$ cat config.mk
export PLATFORM = sky130hd
export DESIGN_NAME = fact_ctrl
export DESIGN_NICKNAME = d
export VERILOG_FILES = /design/src/rtl/fact_ctrl.sv
export SDC_FILE = /design/constraint.sdc
export NUM_CORES = 1
export LEC_CHECK = 0
export CORE_ASPECT_RATIO = 0.7
export CORE_UTILIZATION = 37
export CTS_CLUSTER_SIZE = 24
export DETAILED_ROUTE_END_ITERATION = 7
export PLACE_DENSITY_LB_ADDON = 0.08
export SLEW_MARGIN = 10
export SYNTH_ARGS = -nofsm -noshare
export SYNTH_HDL_FRONTEND = slang
export SYNTH_SLANG_ARGS = --single-unit
$ cat constraint.sdc
create_clock -name clk -period 1.6 [get_ports clk]
set_input_delay 0.48 -clock clk [delete_from_list [all_inputs] [get_ports clk]]
set_output_delay 0.48 -clock clk [all_outputs]
set_load 0.02 [all_outputs]
$ cat src/rtl/fact_ctrl.sv
// Factorial sequencer: iterates prod = cnt * prod through an external multiplier.
// Operands above MAX_N are rejected with err instead of being computed.
module fact_ctrl #(
  parameter int unsigned WIDTH = 32,
  parameter int unsigned MAX_N = 12
) (
  input  logic             clk,
  input  logic             rst,
  input  logic             go,
  input  logic [3:0]       n,
  output logic             busy,
  output logic             done,
  output logic             err,
  output logic [WIDTH-1:0] result,
  output logic [3:0]       mul_count,
  output logic [WIDTH-1:0] mul_reg,
  input  logic [WIDTH-1:0] mul_out
);

  typedef enum logic [1:0] {StIdle, StChk, StMult, StDone} state_e;

  state_e             state_q, state_d;
  logic [3:0]         cnt_q, cnt_d;
  logic [WIDTH-1:0]   prod_q, prod_d;
  logic               err_q, err_d;
  logic [WIDTH-1:0]   result_q, result_d;

  always_ff @(posedge clk) begin
    if (rst) begin
      state_q  <= StIdle;
      cnt_q    <= '0;
      prod_q   <= '0;
      err_q    <= 1'b0;
      result_q <= '0;
    end else begin
      state_q  <= state_d;
      cnt_q    <= cnt_d;
      prod_q   <= prod_d;
      err_q    <= err_d;
      result_q <= result_d;
    end
  end

  always_comb begin
    state_d  = state_q;
    cnt_d    = cnt_q;
    prod_d   = prod_q;
    err_d    = err_q;
    result_d = result_q;
    unique case (state_q)
      StIdle: begin
        if (go) begin
          cnt_d    = n;
          prod_d   = {{(WIDTH-1){1'b0}}, 1'b1};
          err_d    = 1'b0;
          result_d = '0;
          state_d  = StChk;
        end
      end
      StChk: begin
        if (32'(cnt_q) > MAX_N) begin
          err_d    = 1'b1;
          result_d = '0;
          state_d  = StDone;
        end else if (cnt_q <= 4'd1) begin
          // n = 0 lands here directly with prod = 1, giving 0! = 1
          result_d = prod_q;
          state_d  = StDone;
        end else begin
          state_d = StMult;
        end
      end
      StMult: begin
        prod_d  = mul_out;
        cnt_d   = cnt_q - 4'd1;
        state_d = StChk;
      end
      StDone: begin
        state_d = StIdle;
      end
      default: begin
        state_d = StIdle;
      end
    endcase
  end

  always_comb begin
    busy      = (state_q != StIdle);
    done      = (state_q == StDone);
    err       = err_q;
    result    = result_q;
    mul_count = cnt_q;
    mul_reg   = prod_q;
  end

endmodule

==> summary.md <==
| Metric | Value |
|---|---|
| Status | complete, no violations |
| Share of layout cells above drive strength 1 | approximately 16% |
| Clock Path Buffers | 2 |
| FILL cells | 570 |
| Final hold vios | 0 |
| Most common cell after layout, fill and taps aside | dfxtp_1 |
| Worst-Margin Slew | about 270 ps |
| Grt ovf | 0 |
| TNS Setup | 0 ps |
| CTS tree | yes |
| RSZ-0062 raised after global routing | true |
| Hold_ws | 481 ps |
| DRT Pass-1 Iters | 4 |
| Post-Synth Adder-Cell Area | roughly 1.5% |
| Leak | ~1.9 nW |
| Synthesized net count | approximately 270 |
| Slew Limit Fails | 0 |
| Buffer and inverter count on the worst path | 1 |
| DR iter-0 viols | about 110 |
| Skew-Pair Late Insertion Delay | roughly 350 ps |
| Crit. End Element | primary output |
| Simple-gate area share of the yosys netlist | approximately 10% |
| Sequential area share after synthesis | ~56% |
| Final wirelength | ~7400 um |
| Initial antenna violation count | 0 |
| CTS Buf Count | 9 |
| DRC Markers | 0 |
| CP max stage cell | dfxtp_4 |
| Row cnt | 24 |
| Multi-input logic area | just over 0.001 mm2 |
| Antenna diodes | 0 |
| Via count | between 2,000 and 2,500 |
| # IOs | 110 |
| Peak VDD IR | 0.605 mV |
| Most frequent cells in the layout | 69 x dfxtp_1, 65 x dlygate4sd2_1, 37 x clkdlybuf4s50_1, 34 x nor2_1, 32 x a22o_1 |
| Relative max-transition margin | between 80% and 90% |
| Dpl cell area | between 0.003 and 0.004 mm2 |
| Register area | between 0.001 and 0.0015 mm2 |
| Share of synthesized registers carrying an async set or reset | 0% |
| Sink Count | 71 |
| H-tree depth | 3 |
| Mapped Cells | about 230 |
| Total die area | between 0.007 and 0.008 mm2 |
| Primary FF master, synth | dfxtp_1 |
| CTS clk-pin slew, worst paths | 80 ps |
| Gpl congestion | around 0.79 |
| CP Data Arrival Time | 1080 ps |
| Fin crit share | 97.8% |
| Startpoint Class | flop |
| Compound-Gate Fraction of Synth Area | around 26% |
| Min Tclk post-route | 1560 ps |
| Crit Path Class | flop to primary output |
| Largest net degree at the start of global routing | 38 |
| EDFF count, synth | 0 |
| Dpl ws | -350 ps |
| Post-route ant nets | 0 |
| Largest family of logic cells by synthesized area | compound AO/OA/AOI/OAI gates |
| Slowest stage delay, CP | around 400 ps |
| Port Buffers | 109 |
| Post-Syn Area | 0.00253 mm2 |
| Max-cap viol count | 0 |
| Final setup vio count | 0 |
| Seq cells post-synth | 71 |
| Final nets | between 300 and 400 |
| Flop2flop setup slack | ~50 ps |
| Power Density | 959 mW/mm2 |
| Final Skew | just under 9 ps |
| Post-Synth XOR/XNOR Area | less than 1% |
| Root buf cell | clkbuf_8 |
| Post-DR vias/cell | approximately 5 |
| Post-DP HPWL | between 4000 and 5000 um |
| Post-synthesis mux area share | 0% |
| Global-route wire length before repair | 10,800 um |
| Core box area | roughly 0.0064 mm2 |
| Kind of cell adding the most delay to the critical path | flip-flops |
| Vias in the first global route | 2,088 |
| Gr usage total | about a fifth |
| Setup ws final | 35.2 ps |
| Count of cell types in the netlist | 34 |
| Largest fanout on the critical path | 5 |
| CP cell instances | dlygate4sd2_1 |
| Die Y | approximately 71 um |
| Synth warnings | 0 |
| WP data required | between 1000 and 1500 ps |
| Initial Util | between 30% and 40% |
| Die Width | 101 um |
| WL/cell | ~16 um |
| Worst min-delay path category | flop to flop |
| Area delta synth->final | 59.5% |
| Syn_area_per_cell | approximately 11 um2 |
| Max Clock Freq | between 600 and 700 MHz |
| Final instance area | ~0.0040 mm2 |
## synth_stat cells, types with 2 or more instances
| cell type | n | area, um2 |
|---|---|---|
| dfxtp_1 | 71 | 1420 |
| o21ai_1 | 2 | 10.0 |
| inv_1 | 7 | 26.3 |
| buf_6 | 6 | 67.6 |
| nor2_1 | 34 | 128 |
| a22oi_1 | 31 | 233 |
| a22o_1 | 32 | 280 |
| clkbuf_1 | 4 | 15.0 |
| a21oi_1 | 7 | 35.0 |
| o21bai_2 | 2 | 22.5 |
| buf_2 | 8 | 40.0 |
| a211oi_1 | 2 | 15.0 |
| ha_1 | 3 | 37.5 |
| nand3b_1 | 2 | 15.0 |
## through the flow
stage	util [%]	total power, mW	instances
after floorplan	-	2.25	231
after global placement	58.8	2.55	428
after detailed placement	58.8	2.55	428
after CTS	60.3	3.79	444
after global routing	63.0	4.04	451
final	63.0	3.87	451
## where the power goes
| group | internal, mW | switching, mW | leakage [nW] | total [mW] |
|---|---|---|---|---|
| clock network | 0.564 | 0.699 | 0.0894 | 1.26 |
| logic | 0.358 | 0.386 | 1.19 | 0.744 |
| registers | 1.82 | 0.0421 | 0.575 | 1.86 |
## metal layers
layer	up-vias	wire (um)	track usage, %
met2	84	3250	30.5
li1	1091	-	-
met1	1048	3500	25.9
met3	7	581	8.20
met5	-	0	0
met4	0	79	7.25
## worst register-to-register path: stages, from the launching register on
cell and delay, ps:
dfxtp_4 400, inv_4 60, ha_4 150, nand3b_1 190, o31ai_4 100, o21ai_4 150, buf_6 170, a22o_1 220
## worst paths after layout
check                    start  cells after the start      endpoint
setup reg to reg  mul_count[0]                      7    result[27]
hold reg to reg     result[25]                      1    result[25]
setup / recovery  mul_count[0]                      1  mul_count[0]
hold / removal      result[25]                      1    result[25]
## kinds of logic after synthesis
kind of cell | after synthesis
fa+ha+maj | 3
simple gates | 48
flops | 71
compound gates | 82
xor+xnor | 1
buf+inv | 26
## area by class of cell
type                    instances  area share [%]
inverters                       7           0.776
flip-flops and latches         71            35.4
multi-input cells             134            25.1
well taps                      91            2.83
clock buffers                   9            3.07
clock inverters                 7            1.21
repair buffers                132            31.7
## what timing repair did
action / 4_1_cts / 5_1_grt
gates cloned: 0 / 4
gates resized for setup: 80 / 18
hold buffers: 0 / 0
pin swaps: 1 / 25
endpoints found under the setup margin: 103 / 39
buffers inserted: 0 / 3
(Power assumes the default switching activity.)
==> patch 1, RTL diff (same settings) <==
Re-encode `state_e` (4 states) as one-hot, 4 bits wide.
--- a/src/rtl/fact_ctrl.sv
+++ b/src/rtl/fact_ctrl.sv
@@ -17,7 +17,7 @@
   input  logic [WIDTH-1:0] mul_out
 );
 
-  typedef enum logic [1:0] {StIdle, StChk, StMult, StDone} state_e;
+  typedef enum logic [3:0] {StIdle = 4'b0001, StChk = 4'b0010, StMult = 4'b0100, StDone = 4'b1000} state_e;
 
   state_e             state_q, state_d;
   logic [3:0]         cnt_q, cnt_d;
Formal check against the unedited RTL: no difference found for any inputs over 4 cycles, from zero or initial values and one cycle with rst high; so few cycles prove little.
==> patch 1 against the unedited design <==
  * Power grew 3.8%
  * Critical path type is now register to register
  * Worst setup slack lost 0.18 ns
  * Hold slack lost 0.0041 ns
  * Sequential cell count grew 2
  * Wire length grew 5.1%
  * Final area grew 8.2%
  * Via count grew 14%
  * Area after synthesis grew 5.3%
  * The run now ends with setup timing left
==> patch 1: results (changes against the unedited design) <==
- Worst Tran Pin Value: 0.3590 ns (+0.08599 ns)
- Via density: 5.042 (+2.0%)
- Unique cell type count in the Yosys netlist: 33 (-2.9%)
- Layout cells sized above 1: 0.2127 (+0.05160)
- Root Driver: clkbuf_8
- Crit. Startpoint: state_q[3]$_SDFFE_PP0P_
- Initial drt markers: 79 (-26%)
- Dpl cells: 479 (+12%)
- Worst-path maximum fanout: 12 (+7)
- Synth Area in Compound Gates: 0.2196 (-0.03750)
- Synth-to-Final Area Change: 63.80%
- CTS buffer count: 9 (unchanged)
- Post-Synth XOR/XNOR Area: 0 (-0.003467)
- GP Congestion: 0.7062 (-11%)
- Hold Slack: 0.4765 ns (-0.004086 ns)
- Number of fill cells: 604 (+6.0%)
- Max IR drop VDD: 0.6002 mV (-0.80%)
- Worst min path class: register to register
- Top post-synthesis cells by area: dfxtp_1 55%, a22o_1 6.9%, a21oi_1 6.6%
- GRT Total Usage: 0.2150 (+0.01383)
- Setup bufs post-CTS: 5 (+5)
- Dpl ws: -0.1960 ns (+0.1539 ns)
- Post-synthesis adder-cell area fraction: 0.009403 (-0.005456)
- Final HPWL DP: 4.988 mm (+12%)
- Outcome: finished with violations
- Setup crit end: result[24]$_SDFFE_PP0P_
- Fin cells: 503 (+12%)
- Clk slew on worst S/H paths: 0.08 ns (about the same)
- Worst Hold Endpoint: result[31]$_SDFFE_PP0P_
- Violated checks: setup timing
- Mux cell area share after synthesis: 0 (unchanged)
- NumNets Final: 445 (+12%)
- Cells after Synth: 269 (+16%)
- Crit path DAT: 1.98 ns (+0.90 ns)
- Area after DPL: 4036 um2 (+7.2%)
- Max Clock Skew: 0.005867 ns (-0.002792 ns)
- Seq/Total Area, Yosys: 0.5491 (-0.01352)
- Leak: 1.922 nW (+3.8%)
- Top cells by count, synth: 73 x dfxtp_1, 35 x a21oi_1, 35 x nand2_1
- Syn Nets: 310 (+14%)
- Worst hold start: result[31]$_SDFFE_PP0P_
- CTS resizes: 91 (+14%)
- Max incr delay on CP: 0.37 ns (-0.03 ns)
- Initial antenna violation count: 0 (unchanged)
- PnR worst setup slack: -0.1410 ns (-0.1762 ns)
- First-pass GRT wire length: 12.13 mm (+13%)
- Routed length per instance: 15.48 um (-5.7%)
- Sum Neg Setup Slack: -6.514 ns (-6.514 ns)
- Ys async rst share: 0 (unchanged)
- Final setup viols: 69 (+69)
- Largest net degree at the start of global routing: 40 (+5.3%)
- CP delay by family, top: compound AO/OA/AOI/OAI gates
- IO Port Bufs: 109 (unchanged)
- Number of global-route vias before repair: 2376 (+14%)
[patch 1: changes by cell type after synthesis, sizes merged, moves of 3 or more]
cell    delta
inv        -3
a21o       +3
a22oi     -30
nand2     +34
clkbuf     +3
nand3     +31
a21oi     +29
nor2      -28
[patch 1: routing by layer]
layer,wire length [um],vias to the layer above,GRT usage,part of all wire
met5,0,-,0,0
met4,55,0,0.06416,0.0071
met3,608,4,0.07854,0.078
met2,3493,94,0.3282,0.45
met1,3629,1196,0.2842,0.47
li1,-,1242,-,-
[patch 1: power breakdown]
group	switching (W)	total, W	leakage, nW	internal, W
Combinational	0.000193	0.000434	1.21	0.000241
Sequential	0.0000183	0.00184	0.593	0.00183
Clock	0.000701	0.00174	0.120	0.00104
[patch 1: layout make-up]
type	instances	share of cell area
flip-flops and latches	73	0.3404
clock buffers	9	0.02842
well taps	94	0.02698
clock inverters	7	0.02698
repair buffers	145	0.3180
inverters	4	0.003444
multi-input cells	171	0.2557
==> patch 2, RTL diff (same settings) <==
Without the edit above. Change the parameter `WIDTH` from 32 to 64.
--- a/src/rtl/fact_ctrl.sv
+++ b/src/rtl/fact_ctrl.sv
@@ -1,7 +1,7 @@
 // Factorial sequencer: iterates prod = cnt * prod through an external multiplier.
 // Operands above MAX_N are rejected with err instead of being computed.
 module fact_ctrl #(
-  parameter int unsigned WIDTH = 32,
+  parameter int unsigned WIDTH = 64,
   parameter int unsigned MAX_N = 12
 ) (
   input  logic             clk,
Interface: changed (resized mul_out, mul_reg and result); port bits go from 110 to 206. No check against the original RTL was run, so the function may have changed too.
==> patch 2 against the unedited design <==
  * The flow now finishes with violations (setup timing)
  * Clock power grew to 3.0 times the old value
  * Final area is 89% higher
  * Wire length is 100% higher
  * Area after synthesis is 83% higher
  * Synthesized cell count is 81% higher
  * Worst setup slack worse by 0.18 ns
  * Sequential cell count is 64 higher
  * Maximum frequency is 10% lower
  * Power is 120% higher
  * Die area is 81% higher
  * Critical endpoint is now result[45]$_SDFFE_PP0P_
  * Largest cell class unchanged
==> patch 2: results (changes against the unedited design) <==
- Via density: 5.159 (+4.3%)
- WL met3: 1.259 mm (+120%)
- Final HPWL DP: 8.998 mm (+100%)
- Root Driver: clkbuf_16
- Worst path slowest cell: dfxtp_2
- Leak: 3.207 nW (+73%)
- GP Congestion: 0.7941 (about the same)
- Outcome: finished with violations
- Final setup viols: 48 (+48)
- Post-layout instance area: 7634 um2 (+89%)
- Max Clock Skew: 0.01020 ns (+0.001540 ns)
- Sw Ratio: 0.2482 (-0.04317)
- GRT Total Usage: 0.2290 (+0.02785)
- Area after DPL: 6902 um2 (+83%)
- Clk Latency, worst-skew pair: 0.41 ns (+0.06 ns)
- Worst Hold Endpoint: result[45]$_SDFFE_PP0P_
- Worst-path maximum fanout: 6 (+1)
- Met2 Track Usage GR: 0.3614 (+0.05622)
- M1 WL: 6.652 mm (+90%)
- Worst Tran Pin Value: 0.6053 ns (+0.3323 ns)
- FF-to-FF End: result[45]$_SDFFE_PP0P_
- Violated checks: setup timing
- Clk pwr: 0.00381 W (+200%)
- Top post-synthesis cells by area: dfxtp_1 58%, a22o_1 12%, a22oi_1 10%
- Largest net degree at the start of global routing: 53 (+39%)
- Clk slew on worst S/H paths: 0.06 ns (-0.02 ns)
- H-tree Lvls: 4 (+1)
- Dpl cells: 769 (+80%)
- Max incr delay on CP: 0.32 ns (-0.08 ns)
- Number of fill cells: 968 (+70%)
- PnR worst setup slack: -0.1478 ns (-0.1830 ns)
==> patch 2: cell count changes after synthesis, moves of 3 or more <==
cell / change
a22o_1: +32
buf_2: +4
clkbuf_1: +8
nand2b_1: +3
nor2_1: +33
a22oi_1: +32
dfxtp_1: +64
buf_8: +6
==> patch 2: layout make-up <==
cell class	instances	area [um2]	area share
clock buffers	20	456.7	0.05983
repair buffers	254	2427	0.3180
well taps	157	196.4	0.02573
multi-input cells	236	1688	0.2211
inverters	7	31.28	0.004098
clock inverters	11	122.6	0.01606
flip-flops and latches	135	2711	0.3552
==> patch 2: timing repair <==
item,4_1_cts,5_1_grt
pin swaps,59,5
endpoints found under the setup margin,199,231
cloned,9,2
setup buffers,7,2
resized for setup,217,146
==> patch 2: logic make-up after synthesis <==
family          synth area share
flops                     0.5833
simple gates             0.08399
compound gates            0.2557
fa+ha+maj               0.008102
buf+inv                  0.06887
